`config.mk`:
```
export PLATFORM = sky130hd
export DESIGN_NAME = ringbuffer_sequencer
export DESIGN_NICKNAME = d
export VERILOG_FILES = /design/src/rtl/ringbuffer_seq_pkg.sv /design/src/rtl/ringbuffer_seq_stats.sv /design/src/rtl/ringbuffer_sequencer.sv
export SDC_FILE = /design/constraint.sdc
export NUM_CORES = 1
export LEC_CHECK = 0
export CAP_MARGIN = 5
export CORE_ASPECT_RATIO = 0.6
export CORE_MARGIN = 4
export CORE_UTILIZATION = 38
export CTS_CLUSTER_SIZE = 20
export DETAILED_ROUTE_END_ITERATION = 8
export PLACE_DENSITY = 0.8
export SETUP_SLACK_MARGIN = 0.2
export SKIP_LAST_GASP = 1
export SYNTH_ARGS = -nofsm -noshare
export SYNTH_HDL_FRONTEND = slang
export SYNTH_HIERARCHICAL = 1
export SYNTH_SLANG_ARGS = --single-unit
```
`constraint.sdc`:
```
create_clock -name clk -period 1.5 [get_ports clk]
set_input_delay 0.225 -clock clk [delete_from_list [all_inputs] [get_ports clk]]
set_output_delay 0.225 -clock clk [all_outputs]
set_load 0.05 [all_outputs]
```
`src/rtl/ringbuffer_seq_pkg.sv`:
```
// Shared sizes and FSM state type for the ring-buffer frame sequencer.
// Used by ringbuffer_sequencer and, under RINGBUFFER_SEQ_STATS_EN, ringbuffer_seq_stats.
package ringbuffer_seq_pkg;

    localparam int unsigned RB_WIDTH  = 16;
    localparam int unsigned RB_DEPTH  = 8;
    localparam int unsigned RB_PTR_W  = $clog2(RB_DEPTH);
    localparam int unsigned RB_STAT_W = 16;

    typedef enum logic [2:0] {
        IDLE,
        LISTEN,
        FILL,
        RD_ADDR,
        RD_DATA
    } rb_seq_state_t;

endpackage

```
`src/rtl/ringbuffer_seq_stats.sv`:
```
// Saturating frame/stall counters for the sequencer.
// Only present when RINGBUFFER_SEQ_STATS_EN is defined.
`ifdef RINGBUFFER_SEQ_STATS_EN
module ringbuffer_seq_stats
    import ringbuffer_seq_pkg::*;
(
    input  logic                 clk,
    input  logic                 reset,
    input  logic                 done_i,
    input  logic                 stall_i,
    output logic [RB_STAT_W-1:0] frame_cnt_o,
    output logic [RB_STAT_W-1:0] stall_cnt_o
);

    logic [RB_STAT_W-1:0] frame_q, frame_d;
    logic [RB_STAT_W-1:0] stall_q, stall_d;

    always_comb begin
        frame_d = frame_q;
        stall_d = stall_q;
        if (done_i && (frame_q != '1)) begin
            frame_d = frame_q + RB_STAT_W'(1);
        end
        if (stall_i && (stall_q != '1)) begin
            stall_d = stall_q + RB_STAT_W'(1);
        end
    end

    always_ff @(posedge clk) begin
        if (reset) begin
            frame_q <= '0;
            stall_q <= '0;
        end else begin
            frame_q <= frame_d;
            stall_q <= stall_d;
        end
    end

    assign frame_cnt_o = frame_q;
    assign stall_cnt_o = stall_q;

endmodule
`endif

```
`src/rtl/ringbuffer_sequencer.sv`:
```
// Frame controller for the ring buffer: fills DEPTH words from upstream, then drains them downstream.
// Optional RINGBUFFER_SEQ_STATS_EN adds frame_cnt/stall_cnt outputs.
module ringbuffer_sequencer
    import ringbuffer_seq_pkg::*;
#(
    parameter int unsigned WIDTH = RB_WIDTH,
    parameter int unsigned DEPTH = RB_DEPTH,
    parameter int unsigned PTR_W = RB_PTR_W
) (
    input  logic             clk,
    input  logic             reset,
    input  logic             start,
    input  logic             abort,
    input  logic             in_valid,
    input  logic [WIDTH-1:0] in_data,
    output logic             in_ready,
    output logic             out_valid,
    output logic [WIDTH-1:0] out_data,
    input  logic             out_ready,
    output logic             busy,
    output logic             done,
    output logic             rb_listen,
    output logic             rb_strobe,
    output logic [WIDTH-1:0] rb_din,
    output logic [PTR_W-1:0] rb_read_ptr,
    input  logic [WIDTH-1:0] rb_dout
`ifdef RINGBUFFER_SEQ_STATS_EN
    ,
    output logic [15:0]      frame_cnt,
    output logic [15:0]      stall_cnt
`endif
);

    localparam logic [PTR_W:0]   LAST_FILL = (PTR_W+1)'(DEPTH - 1);
    localparam logic [PTR_W-1:0] LAST_PTR  = PTR_W'(DEPTH - 1);

    rb_seq_state_t    state_q, state_d;
    logic [PTR_W:0]   fill_cnt_q, fill_cnt_d;
    logic [PTR_W-1:0] ptr_q, ptr_d;
    logic             strobe_q, strobe_d;
    logic [WIDTH-1:0] din_q, din_d;
    logic [WIDTH-1:0] out_data_q, out_data_d;
    logic             done_q, done_d;

    logic in_acc, out_acc, last_strobe, last_word;

    always_ff @(posedge clk) begin
        if (reset) begin
            state_q    <= IDLE;
            fill_cnt_q <= '0;
            ptr_q      <= '0;
            strobe_q   <= 1'b0;
            din_q      <= '0;
            out_data_q <= '0;
            done_q     <= 1'b0;
        end else begin
            state_q    <= state_d;
            fill_cnt_q <= fill_cnt_d;
            ptr_q      <= ptr_d;
            strobe_q   <= strobe_d;
            din_q      <= din_d;
            out_data_q <= out_data_d;
            done_q     <= done_d;
        end
    end

    always_comb begin
        // abort suppresses both handshakes in the cycle it is seen
        in_acc      = (state_q == FILL) && !strobe_q && in_valid && !abort;
        out_acc     = (state_q == RD_DATA) && out_ready && !abort;
        last_strobe = strobe_q && (fill_cnt_q == LAST_FILL);
        last_word   = (ptr_q == LAST_PTR);

        state_d = state_q;
        if (abort && (state_q != IDLE)) begin
            state_d = IDLE;
        end else begin
            unique case (state_q)
                IDLE:    if (start && !abort) state_d = LISTEN;
                LISTEN:  state_d = FILL;
                FILL:    if (last_strobe) state_d = RD_ADDR;
                RD_ADDR: state_d = RD_DATA;
                RD_DATA: if (out_acc) state_d = last_word ? IDLE : RD_ADDR;
                default: state_d = IDLE;
            endcase
        end

        strobe_d = in_acc;
        din_d    = in_acc ? in_data : din_q;

        fill_cnt_d = fill_cnt_q;
        if ((state_q == FILL) && strobe_q) begin
            fill_cnt_d = fill_cnt_q + (PTR_W+1)'(1);
        end
        if (state_d != FILL) begin
            fill_cnt_d = '0;
        end

        ptr_d = ptr_q;
        if (out_acc) begin
            ptr_d = last_word ? '0 : ptr_q + PTR_W'(1);
        end
        if ((state_d == IDLE) || (state_q == FILL)) begin
            ptr_d = '0;
        end

        // rb_dout for index k is sampled at the edge that leaves RD_ADDR
        out_data_d = ((state_q == RD_ADDR) && !abort) ? rb_dout : out_data_q;
        done_d     = out_acc && last_word;
    end

    always_comb begin
        busy        = (state_q != IDLE);
        rb_listen   = (state_q == LISTEN) || (state_q == FILL);
        in_ready    = (state_q == FILL) && !strobe_q;
        out_valid   = (state_q == RD_DATA);
        rb_strobe   = strobe_q;
        rb_din      = din_q;
        rb_read_ptr = ptr_q;
        out_data    = out_data_q;
        done        = done_q;
    end

`ifdef RINGBUFFER_SEQ_STATS_EN
    ringbuffer_seq_stats u_stats (
        .clk        (clk),
        .reset      (reset),
        .done_i     (done_q),
        .stall_i    ((state_q == RD_DATA) && !out_ready),
        .frame_cnt_o(frame_cnt),
        .stall_cnt_o(stall_cnt)
    );
`endif

endmodule

```
==> report_table.html <==
<table>
<tr><th>Metric</th><th>Value</th></tr>
<tr><th colspan="2">Synthesis</th></tr>
<tr><td>Mean instance size in the synthesized netlist</td><td>8.70 sq um</td></tr>
<tr><td>Number of standard cells after synthesis</td><td>209</td></tr>
<tr><td>Number of flip-flops and latches in the synthesized netlist</td><td>44</td></tr>
<tr><td>Post-synth EDFFs</td><td>0</td></tr>
<tr><td>Proportion of synthesized chip area in sequential cells</td><td>48.5%</td></tr>
<tr><td>Post-synth top flop</td><td>dfxtp_1</td></tr>
<tr><td>Synth warn</td><td>6</td></tr>
<tr><td>Area of the mapped netlist</td><td>1820 sq um</td></tr>
<tr><td>Syn nets</td><td>250</td></tr>
<tr><td>Unique masters post-synth</td><td>36</td></tr>
<tr><td>Share of synthesized flip-flops with an asynchronous set or reset</td><td>0%</td></tr>
<tr><th colspan="2">Setup path</th></tr>
<tr><td>Arrival time at the worst endpoint</td><td>1.85 ns</td></tr>
<tr><td>WP data required</td><td>1.74 ns</td></tr>
<tr><td>Critical-path cell with the highest stage delay</td><td>dfxtp_4</td></tr>
<tr><td>Series of cell instances along the critical path</td><td>buf_6 -&gt; nor3b_4 -&gt; buf_6 -&gt; a2bb2oi_2 -&gt; nor3_2 -&gt; buf_4 -&gt; nand2_4 -&gt; nor2_1</td></tr>
<tr><td>Critical Path Max Stage Delay</td><td>0.39 ns</td></tr>
<tr><td>Worst r2r path cells</td><td>8</td></tr>
<tr><td>Total stage count of the critical path</td><td>8</td></tr>
<tr><td>Number of buffer and inverter stages on the critical path</td><td>3</td></tr>
<tr><td>CP max FO</td><td>7</td></tr>
<tr><td>Endpoint type of the worst setup path</td><td>register</td></tr>
<tr><td>Cell family with the largest share of critical-path delay</td><td>simple AND/OR/NAND/NOR gates</td></tr>
<tr><td>Path type of the worst setup path</td><td>register to register</td></tr>
<tr><td>Element type at the critical path start</td><td>register</td></tr>
<tr><td>Critical path's most frequent cell</td><td>buf_6</td></tr>
<tr><th colspan="2">STA</th></tr>
<tr><td>Total setup violations reported at the end of the flow</td><td>26</td></tr>
<tr><td>Final hold vios</td><td>0</td></tr>
<tr><td>Relative max-transition margin</td><td>73.3%</td></tr>
<tr><td>Worst clock skew on the final layout</td><td>0.00539 ns</td></tr>
<tr><td>Actual slew at the worst max-slew pin</td><td>0.399 ns</td></tr>
<tr><td>Worst path setup slack after routing</td><td>-0.109 ns</td></tr>
<tr><td>Fmax</td><td>621 MHz</td></tr>
<tr><td>Fin Hold WS</td><td>0.429 ns</td></tr>
<tr><td>Time the worst path needs with I/O delays and setup</td><td>1.61 ns</td></tr>
<tr><td>Ratio of final minimum period to clock period</td><td>107%</td></tr>
<tr><td>RSZ-0062 raised after global routing</td><td>yes</td></tr>
<tr><td>Number of max-slew violations in the final report</td><td>0</td></tr>
<tr><th colspan="2">Drt</th></tr>
<tr><td>Wirelength, routed</td><td>5770 um</td></tr>
<tr><td>Length of the first detailed-routing pass in iterations</td><td>4</td></tr>
<tr><td>1st-iter DRT viols</td><td>39</td></tr>
<tr><td>Drt wl/cell</td><td>15.1 um</td></tr>
<tr><td>Via total after detailed routing</td><td>1834</td></tr>
<tr><td>Average vias per placed instance</td><td>4.81</td></tr>
<tr><td>Post-route DRC violation count</td><td>0</td></tr>
<tr><td>Number of nets with antenna violations after routing</td><td>0</td></tr>
<tr><th colspan="2">Global routing</th></tr>
<tr><td>Most crowded layer after global routing</td><td>met2</td></tr>
<tr><td>GR Util met2</td><td>28.3%</td></tr>
<tr><td>Met3 usage in global routing</td><td>5.77%</td></tr>
<tr><td>Largest net degree at the start of global routing</td><td>23</td></tr>
<tr><td>Total grt overflow</td><td>0</td></tr>
<tr><td>Overall global routing resource usage</td><td>17.8%</td></tr>
<tr><td>Initial antenna violation count</td><td>0</td></tr>
<tr><td>Vias in the first global route</td><td>1677</td></tr>
<tr><td>Global-route wire length before repair</td><td>8470 um</td></tr>
<tr><td>Met1 Use GR</td><td>24.4%</td></tr>
<tr><th colspan="2">Placement</th></tr>
<tr><td>Number of port buffers</td><td>78</td></tr>
<tr><td>Final Wtd Congestion</td><td>0.808</td></tr>
<tr><td>Dpl cell area</td><td>2750 sq um</td></tr>
<tr><td>DP Worst Slack</td><td>-0.330 ns</td></tr>
<tr><td>Detailed Place HPWL</td><td>3630 um</td></tr>
<tr><th colspan="2">Floorplan</th></tr>
<tr><td>Die Width</td><td>97.3 um</td></tr>
<tr><td>Ports placed on the boundary</td><td>79</td></tr>
<tr><td>FP Rows</td><td>19</td></tr>
<tr><td>Die Area</td><td>5990 sq um</td></tr>
<tr><td>Initial Util</td><td>39.6%</td></tr>
<tr><td>Floorplan core area</td><td>4590 sq um</td></tr>
<tr><td>Vertical die dimension</td><td>61.6 um</td></tr>
<tr><th colspan="2">Finish</th></tr>
<tr><td>Final layout net count</td><td>358</td></tr>
<tr><td>Leading cell type in the layout, fill and taps excluded</td><td>buf_4</td></tr>
<tr><td>Relative area change from synthesis to final layout</td><td>82.1%</td></tr>
<tr><td>Final design area excluding fillers</td><td>3310 sq um</td></tr>
<tr><td>Number of fill cells</td><td>343</td></tr>
<tr><td>Diodes inserted</td><td>0</td></tr>
<tr><td>Share of cells above drive strength 1</td><td>49.1%</td></tr>
<tr><td>Most used cells in the layout excluding fill and tap cells</td><td>59 x buf_4, 48 x nand2_1, 38 x dfxtp_1</td></tr>
<tr><th colspan="2">Clock tree</th></tr>
<tr><td>Clk Latency, worst-skew pair</td><td>0.29 ns</td></tr>
<tr><td>CTS HTree Levels</td><td>2</td></tr>
<tr><td>Root Buffer Master</td><td>clkbuf_8</td></tr>
<tr><td>Number of buffers on the longest clock path</td><td>2</td></tr>
<tr><td>Number of CTS-inserted buffers</td><td>5</td></tr>
<tr><td>Clk slew on worst S/H paths</td><td>0.08 ns</td></tr>
<tr><td>Clock tree from TritonCTS</td><td>built</td></tr>
<tr><td>Clock Sink Count</td><td>44</td></tr>
<tr><th colspan="2">Outcome</th></tr>
<tr><td>Run status</td><td>finished, violations left</td></tr>
<tr><td>Failing checks</td><td>setup timing</td></tr>
<tr><th colspan="2">Min path</th></tr>
<tr><td>Hold WC Path Type</td><td>primary input to register</td></tr>
<tr><td>Worst hold path cell count</td><td>3</td></tr>
<tr><th colspan="2">Pwr</th></tr>
<tr><td>LEAKAGE</td><td>1.37 nW</td></tr>
<tr><td>Power density relative to cell area</td><td>713 nW/um^2</td></tr>
<tr><td>Power Total</td><td>0.00236 W</td></tr>
<tr><td>Max VDD drop</td><td>0.475 mV</td></tr>
<tr><th colspan="2">Run</th></tr>
<tr><td>Max-capacitance violation count</td><td>0</td></tr>
</table>
## logic make-up after synthesis
kind of cell,synth area share (%)
xor+xnor,1.93
fa+ha+maj,2.06
simple gates,27.6
buf+inv,4.75
compound gates,13.6
flops,48.5
mux,1.65
## path summary, 6_finish.rpt
check | endpoint | from | slack [ns]
setup / recovery | fill_cnt_q[0] | state_q[0] | -0.11
setup reg to reg | fill_cnt_q[0] | state_q[0] | -0.11
hold / removal | state_q[2] | abort | 0.43
hold reg to reg | out_data[1] | out_data[1] | 0.46
## flip-flops by register name, indices dropped and copies added (netlist names)
| signal | flops |
|---|---|
| fill_cnt_q | 4 |
| done | 1 |
| out_data | 16 |
| rb_din | 16 |
| rb_strobe | 1 |
| rb_read_ptr | 3 |
| state_q | 3 |
## per-layer routing
metal	share of wire, %	vias up	wire, um
met3	6.9	5	399
li1	-	919	-
met1	50	848	2900
met5	0	-	0
met2	42	62	2450
met4	0.50	0	29
## per-stage QoR
stage | TNS [ns] | utilization (%) | cells
floorplan | -1.89 | - | 209
global placement | -6.41 | 60.0 | 357
detailed placement | -7.43 | 60.0 | 357
CTS | -0.630 | 66.5 | 376
global route | -3.63 | 72.2 | 381
finish | -1.62 | 72.2 | 381
## Yosys cell counts, types with 2 or more instances
master    number  area share (%)
dfxtp_1       44              48
buf_2          3            0.83
nor2b_1        2            0.69
nor2_1        13             2.7
nand2_1       68              14
clkbuf_1       6             1.2
nor3_1         2            0.55
mux2i_1        3             1.7
buf_6          3             1.9
ha_1           3             2.1
xnor2_1        2            0.96
a21oi_1       34             9.4
xor2_1         2            0.96
nor3b_1        2            0.83
## power by group
group | switching, W | total (W) | internal (W)
Sequential | 0.00000622 | 0.00117 | 0.00117
Clock | 0.000407 | 0.000900 | 0.000493
Combinational | 0.000125 | 0.000286 | 0.000161
## worst reg2reg max path, cell delays in order (launching register included)
cell	delay (ns)
dfxtp_4	0.39
buf_6	0.13
nor3b_4	0.30
buf_6	0.17
a2bb2oi_2	0.05
nor3_2	0.20
buf_4	0.17
nand2_4	0.07
nor2_1	0.08
## final cells by class
cell class / count / area (sq um) / share of cell area [%]
repair buffers: 112 / 1050 / 31.8
multi-input cells: 154 / 1170 / 35.4
flip-flops and latches: 44 / 896 / 27.1
clock buffers: 5 / 68.8 / 2.08
clock inverters: 3 / 42.5 / 1.28
well taps: 63 / 78.8 / 2.38
## repair_timing
action / CTS / global route
resized for setup: 27 / 50
cloned: 3 / 1
buffers inserted: 8 / 4
pin swaps: 17 / 30
hold buffers: 0 / 0
hold endpoints to repair: 0 / 0
setup endpoints to repair: 48 / 48
Note: power is estimated with default switching activity, not from simulation.
